===== src/rtl/icache_refill_if.sv =====
// Memory-side bus of the I-cache refill engine: one line read request channel plus an
// unthrottled response beat channel.
interface icache_refill_if #(
  parameter int unsigned BUS_WIDTH   = 64,
  parameter int unsigned PADDR_WIDTH = 34
);
  logic                   req_vld;
  logic [PADDR_WIDTH-1:0] req_paddr;
  logic                   req_rdy;
  logic                   rsp_vld;
  logic [BUS_WIDTH-1:0]   rsp_data;

  modport master (
    output req_vld,
    output req_paddr,
    input  req_rdy,
    input  rsp_vld,
    input  rsp_data
  );

  modport slave (
    input  req_vld,
    input  req_paddr,
    output req_rdy,
    output rsp_vld,
    output rsp_data
  );
endinterface


===== src/rtl/icache_refill.sv =====
// I-cache line refill engine: one line-aligned read per miss, eight beats gathered into a
// line and handed to the cache top as a single-cycle fill pulse; flushes drop the fill.
module icache_refill #(
  parameter int unsigned BUS_WIDTH   = 64,
  parameter int unsigned LINE_WIDTH  = 512,
  parameter int unsigned PADDR_WIDTH = 34
) (
  input  logic                   clk,
  input  logic                   rst_n,
  input  logic                   flush_i,
  input  logic                   fetch_vld_i,
  input  logic                   miss_vld_i,
  input  logic [PADDR_WIDTH-1:0] miss_paddr_i,
  icache_refill_if.master        mem_io,
  output logic                   fill_vld_o,
  output logic [LINE_WIDTH-1:0]  fill_data_o,
  output logic                   refill_busy_o
);

  localparam int unsigned Beats = LINE_WIDTH / BUS_WIDTH;
  localparam int unsigned CntW  = $clog2(Beats);
  localparam int unsigned OffW  = $clog2(LINE_WIDTH / 8);

  typedef enum logic [1:0] {StIdle, StReq, StCollect, StDone} state_e;

  state_e                 state_q;
  logic [PADDR_WIDTH-1:0] addr_q;
  logic [CntW-1:0]        cnt_q;
  logic                   drop_q;
  logic [LINE_WIDTH-1:0]  line_q;

  logic miss_take;
  logic last_beat;
  logic unused_paddr_lsb;

  assign miss_take        = fetch_vld_i & miss_vld_i & ~flush_i;
  assign last_beat        = (cnt_q == CntW'(Beats - 1));
  assign unused_paddr_lsb = ^miss_paddr_i[OffW-1:0];

  always_ff @(posedge clk or negedge rst_n) begin
    if (!rst_n) begin
      state_q <= StIdle;
      addr_q  <= '0;
      cnt_q   <= '0;
      drop_q  <= 1'b0;
      line_q  <= '0;
    end else begin
      unique case (state_q)
        StIdle: begin
          if (miss_take) begin
            addr_q  <= {miss_paddr_i[PADDR_WIDTH-1:OffW], {OffW{1'b0}}};
            cnt_q   <= '0;
            drop_q  <= 1'b0;
            state_q <= StReq;
          end
        end
        StReq: begin
          // A flush racing the handshake cannot cancel the read, so its beats are drained.
          if (mem_io.req_rdy) begin
            drop_q  <= flush_i;
            state_q <= StCollect;
          end else if (flush_i) begin
            state_q <= StIdle;
          end
        end
        StCollect: begin
          if (flush_i) begin
            drop_q <= 1'b1;
          end
          if (mem_io.rsp_vld) begin
            for (int unsigned k = 0; k < Beats; k++) begin
              if (cnt_q == CntW'(k)) begin
                line_q[k*BUS_WIDTH +: BUS_WIDTH] <= mem_io.rsp_data;
              end
            end
            cnt_q <= cnt_q + 1'b1;
            if (last_beat) begin
              state_q <= StDone;
            end
          end
        end
        StDone: begin
          state_q <= StIdle;
        end
        default: begin
          state_q <= StIdle;
        end
      endcase
    end
  end

  assign mem_io.req_vld   = (state_q == StReq);
  assign mem_io.req_paddr = addr_q;
  assign fill_vld_o       = (state_q == StDone) & ~drop_q & ~flush_i;
  assign fill_data_o      = line_q;
  assign refill_busy_o    = (state_q != StIdle);

endmodule

===== src/flat_wrapper.sv =====
// flat-port wrapper written by rule: the top's interface ports become plain ports
module icache_refill_flat 
#(
  parameter int unsigned BUS_WIDTH   = 64,
  parameter int unsigned LINE_WIDTH  = 512,
  parameter int unsigned PADDR_WIDTH = 34
)
  (clk, rst_n, flush_i, fetch_vld_i, miss_vld_i, miss_paddr_i, fill_vld_o, fill_data_o, refill_busy_o, mem_io_req_vld, mem_io_req_paddr, mem_io_req_rdy, mem_io_rsp_vld, mem_io_rsp_data);
  icache_refill_if #(.BUS_WIDTH(BUS_WIDTH), .PADDR_WIDTH(PADDR_WIDTH)) mem_io_i ();
  input  logic clk;
  input  logic rst_n;
  input  logic flush_i;
  input  logic fetch_vld_i;
  input  logic miss_vld_i;
  input  logic [PADDR_WIDTH-1:0] miss_paddr_i;
  output logic fill_vld_o;
  output logic [LINE_WIDTH-1:0] fill_data_o;
  output logic refill_busy_o;
  output wire logic [$bits(mem_io_i.req_vld)-1:0] mem_io_req_vld;
  output wire logic [$bits(mem_io_i.req_paddr)-1:0] mem_io_req_paddr;
  input wire logic [$bits(mem_io_i.req_rdy)-1:0] mem_io_req_rdy;
  input wire logic [$bits(mem_io_i.rsp_vld)-1:0] mem_io_rsp_vld;
  input wire logic [$bits(mem_io_i.rsp_data)-1:0] mem_io_rsp_data;
  assign mem_io_req_vld = mem_io_i.req_vld;
  assign mem_io_req_paddr = mem_io_i.req_paddr;
  assign mem_io_i.req_rdy = mem_io_req_rdy;
  assign mem_io_i.rsp_vld = mem_io_rsp_vld;
  assign mem_io_i.rsp_data = mem_io_rsp_data;
  icache_refill #(.BUS_WIDTH(BUS_WIDTH), .LINE_WIDTH(LINE_WIDTH), .PADDR_WIDTH(PADDR_WIDTH)) u_core (.clk(clk), .rst_n(rst_n), .flush_i(flush_i), .fetch_vld_i(fetch_vld_i), .miss_vld_i(miss_vld_i), .miss_paddr_i(miss_paddr_i), .mem_io(mem_io_i), .fill_vld_o(fill_vld_o), .fill_data_o(fill_data_o), .refill_busy_o(refill_busy_o));
endmodule

===== config.mk =====
export PLATFORM = sky130hd
export DESIGN_NAME = icache_refill_flat
export DESIGN_NICKNAME = d
export VERILOG_FILES = /design/src/rtl/icache_refill_if.sv /design/src/rtl/icache_refill.sv /design/src/flat_wrapper.sv
export SDC_FILE = /design/constraint.sdc
export NUM_CORES = 1
export LEC_CHECK = 0
export BUFFER_PORTS_ARGS = -buffer_cell sky130_fd_sc_hd__buf_2
export CAP_MARGIN = 20
export CORE_AREA = 4 4 249 251
export CTS_BUF_LIST = sky130_fd_sc_hd__clkbuf_8
export DETAILED_ROUTE_END_ITERATION = 10
export DIE_AREA = 0 0 253 255
export GPL_ROUTABILITY_DRIVEN = 0
export PLACE_DENSITY_LB_ADDON = 0.3
export SLEW_MARGIN = 10
export SYNTH_ARGS = -nofsm -noshare
export SYNTH_HDL_FRONTEND = slang
export SYNTH_SLANG_ARGS = --single-unit

===== constraint.sdc =====
create_clock -name clk -period 2.4 [get_ports clk]
set_input_delay 0.72 -clock clk [delete_from_list [all_inputs] [get_ports clk]]
set_output_delay 0.72 -clock clk [all_outputs]
set_load 0.02 [all_outputs]

==> reports/metrics.cfg, run 1 <==
[pwr]
sw_frac_of_total_pct=34.1
combPwrFrac_pct=29.6
power_density_nw_per_um2=1100
p_switching_mw=10.2
power.share.clock_pct=28.5
totalPowerFinal_mw=29.8
p_seq_share_pct=41.9
internal-power_mw=19.7
peakVddDrop_v=0.000700
leakage_nw=15.5

[timing]
period_minus_slack_ns=2.27
finalMaxSlewViolations=0
setup_viol_count_final=0
tns_ns=0
fin_crit_sh_pct=94.7
rsz0062_at_grt=false
clock.fmax_ghz=0.440
finalHoldViolCount=0
hold_ws_ns=0.305
skew_ns=0.0356
finalWorstSetupSlack_ns=0.127

[grt]
gr-usage-met3_pct=5.29
grt_max_degree=86
grt_pass1_vias=14100
grt_overflow=0
grt_use_met1_pct=21.3
antenna_found_initial=1
track_usage_pct=18.1
grt-busiest-layer=met2
use_met2_pct=31.7
grt_pass1_wl_mm=89.3

[setup_path]
crit_path_end_kind=output port
critPathKind=flip-flop to output port
cp.arrival_ns=1.55
crit_path_start_kind=flip-flop
critPathRequiredTime_ns=1.68
cp_max_fo=4

[drt]
drc=0
firstDrtPassIters=4
ant_nets=0
vias=13100
drt-total-wl_mm=60.5
wl_per_cell_um=21.7
drt_iter0_drc=404
vias_per_cell=4.71

[synth]
syn-instance-count=1210
mappedNetlistArea_um2=20800
synth-seq-area-share_pct=65.8
ys_types=33
yosys_warnings=0
synth-seq-cells=546
avgSynthCellArea_um2=17.2

[layout]
nNetsFinal=2045
fin_area_um2=27200
drive_gt1_share_pct=66.5
post-route-util_pct=45.4
area_growth_pct=30.9
final_cells=2787

[cts]
cts_buffers=93
max-clock-path-buffers=3
clock_tree.htree_level_count=3
cts_tree=built
cts.sinks=546
root_buffer=clkbuf_8
cts.clk_slew.worst_paths_ns=0.06
insertion_delay_ns=0.65

[floorplan]
dieArea_um2=64500
die_h_um=255
fp.coreArea_um2=59900
die_w_um=253
io_pins=654
initial_core_util_pct=34.6
row_count=90

[place]
io_buffer_count=641
place_ws_ns=0.253
dpl_cell_area_um2=25200
dp_cells=2612
dp_hpwl_mm=42.7

[min_path]
worstHoldPathType=input pin to flip-flop

[run]
max-cap-violations=0

[status]
outcome=finished clean

[synth_stat cells (all sizes together)]
cell     number  area share (%)
nand4         4            0.33
nor2b         4            0.16
and2          1           0.030
nor3b         5            0.18
a211oi        1           0.036
conb          1           0.018
nor2          1           0.018
mux2        541              30
nand3         6            0.39
o211ai        2           0.072
a21oi         1           0.024
or2           1           0.030
clkbuf        1           0.018
a21boi        1           0.036
nand2         2           0.036
ha           12            0.72
o311ai        1           0.042
inv           6            0.11
mux2i         2           0.096
a31oi         3           0.090
dfrtp       546              66
buf          62             1.7
a2111oi       2            0.12
nand3b        4            0.20
[cells in the final DEF (no fill, tap or decap), types with 2 or more instances in the layout]
master | netlist | routed
buf_2 | 50 | 637
dfrtp_1 | 546 | 546
mux2_2 | 477 | 477
clkbuf_8 | 0 | 119
mux2_1 | 44 | 44
inv_1 | 6 | 34
buf_12 | 0 | 21
mux2_4 | 20 | 20
buf_4 | 9 | 19
ha_1 | 12 | 11
clkinv_2 | 0 | 11
conb_1 | 1 | 6
nand4_4 | 2 | 4
nand3_4 | 4 | 4
nor3b_1 | 5 | 4
diode_2 | 0 | 3
nand3b_1 | 3 | 3
a31oi_1 | 3 | 3
nor2b_1 | 3 | 3
clkinvlp_4 | 0 | 3
bufinv_16 | 0 | 3
inv_2 | 0 | 2
nand3_1 | 2 | 2
o211ai_1 | 2 | 2
mux2i_1 | 2 | 2
nand2_1 | 2 | 2
buf_6 | 3 | 2
[final cells by class]
type / count / area (µm²)
inverters: 6 / 22.5
multi-input cells: 600 / 6760
repair buffers: 681 / 3800
flip-flops and latches: 546 / 13700
clock buffers: 119 / 1640
clock inverters: 50 / 309
diodes: 3 / 7.51
fillers: 5422 / 32700
well taps: 782 / 978
[repair_timing]
action	CTS	global route
endpoints found under the hold margin	30	0
endpoints found under the setup margin	3	2
setup buffers	2	0
resized for setup	6	3
hold buffers	1	0
[metal layers]
layer  up-vias  part of all wire, %
met2       415                   52
met5         -                    0
met1      6847                   39
li1       5754                    -
met3       103                  6.6
met4         0                  3.0
[final timing paths]
check,to,depth (start not counted),startpoint,slack [ns]
setup reg to reg,u_core.fill_data_o[382]$_DFFE_PN0P_,6,u_core.state_q[0]$_DFFE_PN0P_,0.45
max in group asynchronous,u_core.fill_data_o[227]$_DFFE_PN0P_,3,rst_n,0.84
setup / recovery,fill_vld_o,3,u_core.state_q[0]$_DFFE_PN0P_,0.13
hold reg to reg,u_core.fill_data_o[223]$_DFFE_PN0P_,1,u_core.fill_data_o[223]$_DFFE_PN0P_,0.49
min in group asynchronous,u_core.fill_data_o[509]$_DFFE_PN0P_,2,rst_n,0.65
hold / removal,u_core.mem_io.req_paddr[25]$_DFFE_PN0P_,2,miss_paddr_i[25],0.30
[power by group through the flow]
| stage | Clock, mW | Sequential [mW] | Combinational, mW |
|---|---|---|---|
| after floorplan | 0 | 15.2 | 2.55 |
| after detailed placement | 0 | 12.6 | 8.91 |
| after global routing | 9.19 | 12.7 | 9.38 |
| after CTS | 8.78 | 12.5 | 8.97 |
| final | 8.50 | 12.5 | 8.83 |
| after global placement | 0 | 12.5 | 8.80 |
[worst max-delay path, cell delays in order (launching register included)]
cell and delay [ns]:
dfrtp_1 0.42, ha_1 0.21, nor3b_2 0.15, buf_4 0.16
[cell families after synthesis]
group / after synthesis / synth area share [%]
adders and majority gates: 12 / 0.723
buffers and inverters: 69 / 1.82
and+or+nand+nor: 28 / 1.37
AOI/OAI and AO/OA: 11 / 0.422
other: 1 / 0.0181
muxes: 543 / 29.8
DFF: 546 / 65.8
[sequential cells by signal, summed over array words and instances, names as in the netlist, named ones only]
signal	count
u_core.cnt_q	3
u_core.state_q	1
u_core.drop_q	1
u_core.mem_io.req_paddr	28
u_core.fill_data_o	512
(Power assumes the default switching activity.)
==> run 2, diff against run 1 <==
--- a/config.mk
+++ b/config.mk
@@ -7,10 +7,10 @@
 export LEC_CHECK = 0
 export BUFFER_PORTS_ARGS = -buffer_cell sky130_fd_sc_hd__buf_2
 export CAP_MARGIN = 20
-export CORE_AREA = 4 4 249 251
+export CORE_AREA = 8 8 246 248
 export CTS_BUF_LIST = sky130_fd_sc_hd__clkbuf_8
 export DETAILED_ROUTE_END_ITERATION = 10
-export DIE_AREA = 0 0 253 255
+export DIE_AREA = 0 0 254 256
 export GPL_ROUTABILITY_DRIVEN = 0
 export PLACE_DENSITY_LB_ADDON = 0.3
 export SLEW_MARGIN = 10
==> constraint.sdc (replaced) <==
create_clock -name clk -period 2.3 [get_ports clk]
set_input_delay 0.69 -clock clk [delete_from_list [all_inputs] [get_ports clk]]
set_output_delay 0.69 -clock clk [all_outputs]
set_load 0.02 [all_outputs]
==> run 2 against run 1 <==
- critical path depth is the same
- via count grew 1.2%
- die area grew 0.79%
- clock-buffer cell count shrank 3
- clock power grew 5.1%
- total power grew 5.1%
- sequential cell count is the same
- highest routed layer unchanged
==> reports/metrics.cfg, run 2 (same netlist as run 1, synthesis figures left out) <==
[status]
outcome=finished clean

[timing]
clock.fmax_ghz=0.437
rsz0062_at_grt=true
period_minus_slack_ns=2.29
finalHoldViolCount=0
finalMaxSlewViolations=0
setup_viol_count_final=0
skew_ns=0.0372
hold_ws_ns=0.268
fin_crit_sh_pct=99.5

[drt]
wl_per_cell_um=22.8
drt_iter0_drc=477
vias_per_cell=4.78
drt-total-wl_mm=63.3
drc=0
ant_nets=0
firstDrtPassIters=4
vias=13300

[setup_path]
slowest_stage=dfrtp_1
critPathRequiredTime_ns=1.61
max_stage_delay_ns=0.43
cp.arrival_ns=1.60
cpLargestDelayFamily=flip-flops
critPathKind=flip-flop to output port
crit_path_end_kind=output port
cp_max_fo=4
crit_path_start_kind=flip-flop
critical_path_buf_inv_count=1
crit_chain=ha_2, nor3b_4, buf_6

[run]
max-cap-violations=0

[cts]
cts_tree=built
clock_tree.htree_level_count=3
cts.clk_slew.worst_paths_ns=0.06
cts.sinks=546
max-clock-path-buffers=3
cts_buffers=92
root_buffer=clkbuf_8
insertion_delay_ns=0.66

[pwr]
p_switching_mw=10.7
totalPowerFinal_mw=31.3
internal-power_mw=20.6
power_density_nw_per_um2=1150
sw_frac_of_total_pct=34.3
combPwrFrac_pct=29.8
p_seq_share_pct=41.7
leakage_nw=15.6
power.share.clock_pct=28.5
peakVddDrop_v=0.000788

[grt]
grt_overflow=0
grt_pass1_wl_mm=94.3
antenna_found_initial=1
grt_pass1_vias=14500
grt_max_degree=75
track_usage_pct=18.9

[floorplan]
die_h_um=256
fp.coreArea_um2=56800
dieArea_um2=65000
row_count=88
io_pins=654
die_w_um=254
initial_core_util_pct=36.5

[layout]
drive_gt1_share_pct=66.6
final_cell_mix=buf_2, dfrtp_1, mux2_2, clkbuf_8, mux2_1
final_cells=2774
nFillCells=4986
area_growth_pct=31.6
nNetsFinal=2052
post-route-util_pct=48.1
layout_commonest_cell=buf_2
largest_reg_flops=512

[place]
dp_hpwl_mm=45.0
io_buffer_count=641
dp_cells=2601

[min_path]
worstHoldPathType=input pin to flip-flop

-- run 2: cell count changes in the layout (fill, tap and decap cells not counted), sizes merged, moves of 2 or more --
| cell | delta |
|---|---|
| buf | +8 |
| diode | -2 |
| clkinvlp | -2 |
| clkbuf | -3 |
-- run 2: per-stage QoR --
stage          setup slack, ns  TNS, ns  instance area [µm²]
3_3_place_gp             0.141        0                25300
3_5_place_dp             0.114        0                25300
6_report                0.0119        0                27300
4_1_cts                -0.0554   -0.116                27300
2_1_floorplan            0.393        0                20800
5_1_grt                -0.0752  -0.0752                27300
-- run 2: what timing repair did --
action / CTS / global route
hold buffers: 1 / 0
setup endpoints to repair: 3 / 3
endpoints found under the hold margin: 25 / 0
setup buffers: 1 / 3
resized for setup: 8 / 5
pin swaps: 0 / 0
-- run 2: metal layers --
metal  track usage [%]  part of all wire (%)
met3              6.01                   8.0
met4              7.52                   3.2
met2              32.2                    50
met5                 0                     0
met1              21.9                    38
-- run 2: worst paths after layout --
check	startpoint	endpoint	slack [ns]	depth (start not counted)
worst max register to register	u_core.state_q[0]$_DFFE_PN0P_	u_core.fill_data_o[240]$_DFFE_PN0P_	0.19	7
worst max-delay path	u_core.state_q[0]$_DFFE_PN0P_	fill_vld_o	0.01	3
worst min-delay path	miss_paddr_i[12]	u_core.mem_io.req_paddr[12]$_DFFE_PN0P_	0.27	2
min in group asynchronous	rst_n	u_core.fill_data_o[270]$_DFFE_PN0P_	0.51	2
max in group asynchronous	rst_n	u_core.fill_data_o[61]$_DFFE_PN0P_	0.98	4
worst min register to register	u_core.fill_data_o[59]$_DFFE_PN0P_	u_core.fill_data_o[59]$_DFFE_PN0P_	0.48	1
-- run 2: area by class of cell --
cell class / count / area (µm²) / area share [%]
Clock inverter: 51 / 358 / 1.31
Clock buffer: 116 / 1600 / 5.85
Sequential cell: 546 / 13700 / 50.0
Multi-Input combinational cell: 600 / 6770 / 24.8
Antenna cell: 1 / 2.50 / 0.00916
Timing Repair Buffer: 689 / 3950 / 14.4
Tap cell: 765 / 957 / 3.50
Inverter: 6 / 22.5 / 0.0825
-- run 2: power by group through the flow --
stage               registers, mW  clock network, mW  logic [mW]
floorplan                    15.9                  0        2.66
global placement             13.1                  0        9.30
detailed placement           13.2                  0        9.42
CTS                          13.0               9.23        9.48
global route                 13.3               9.62        9.87
finish                       13.1               8.93        9.34
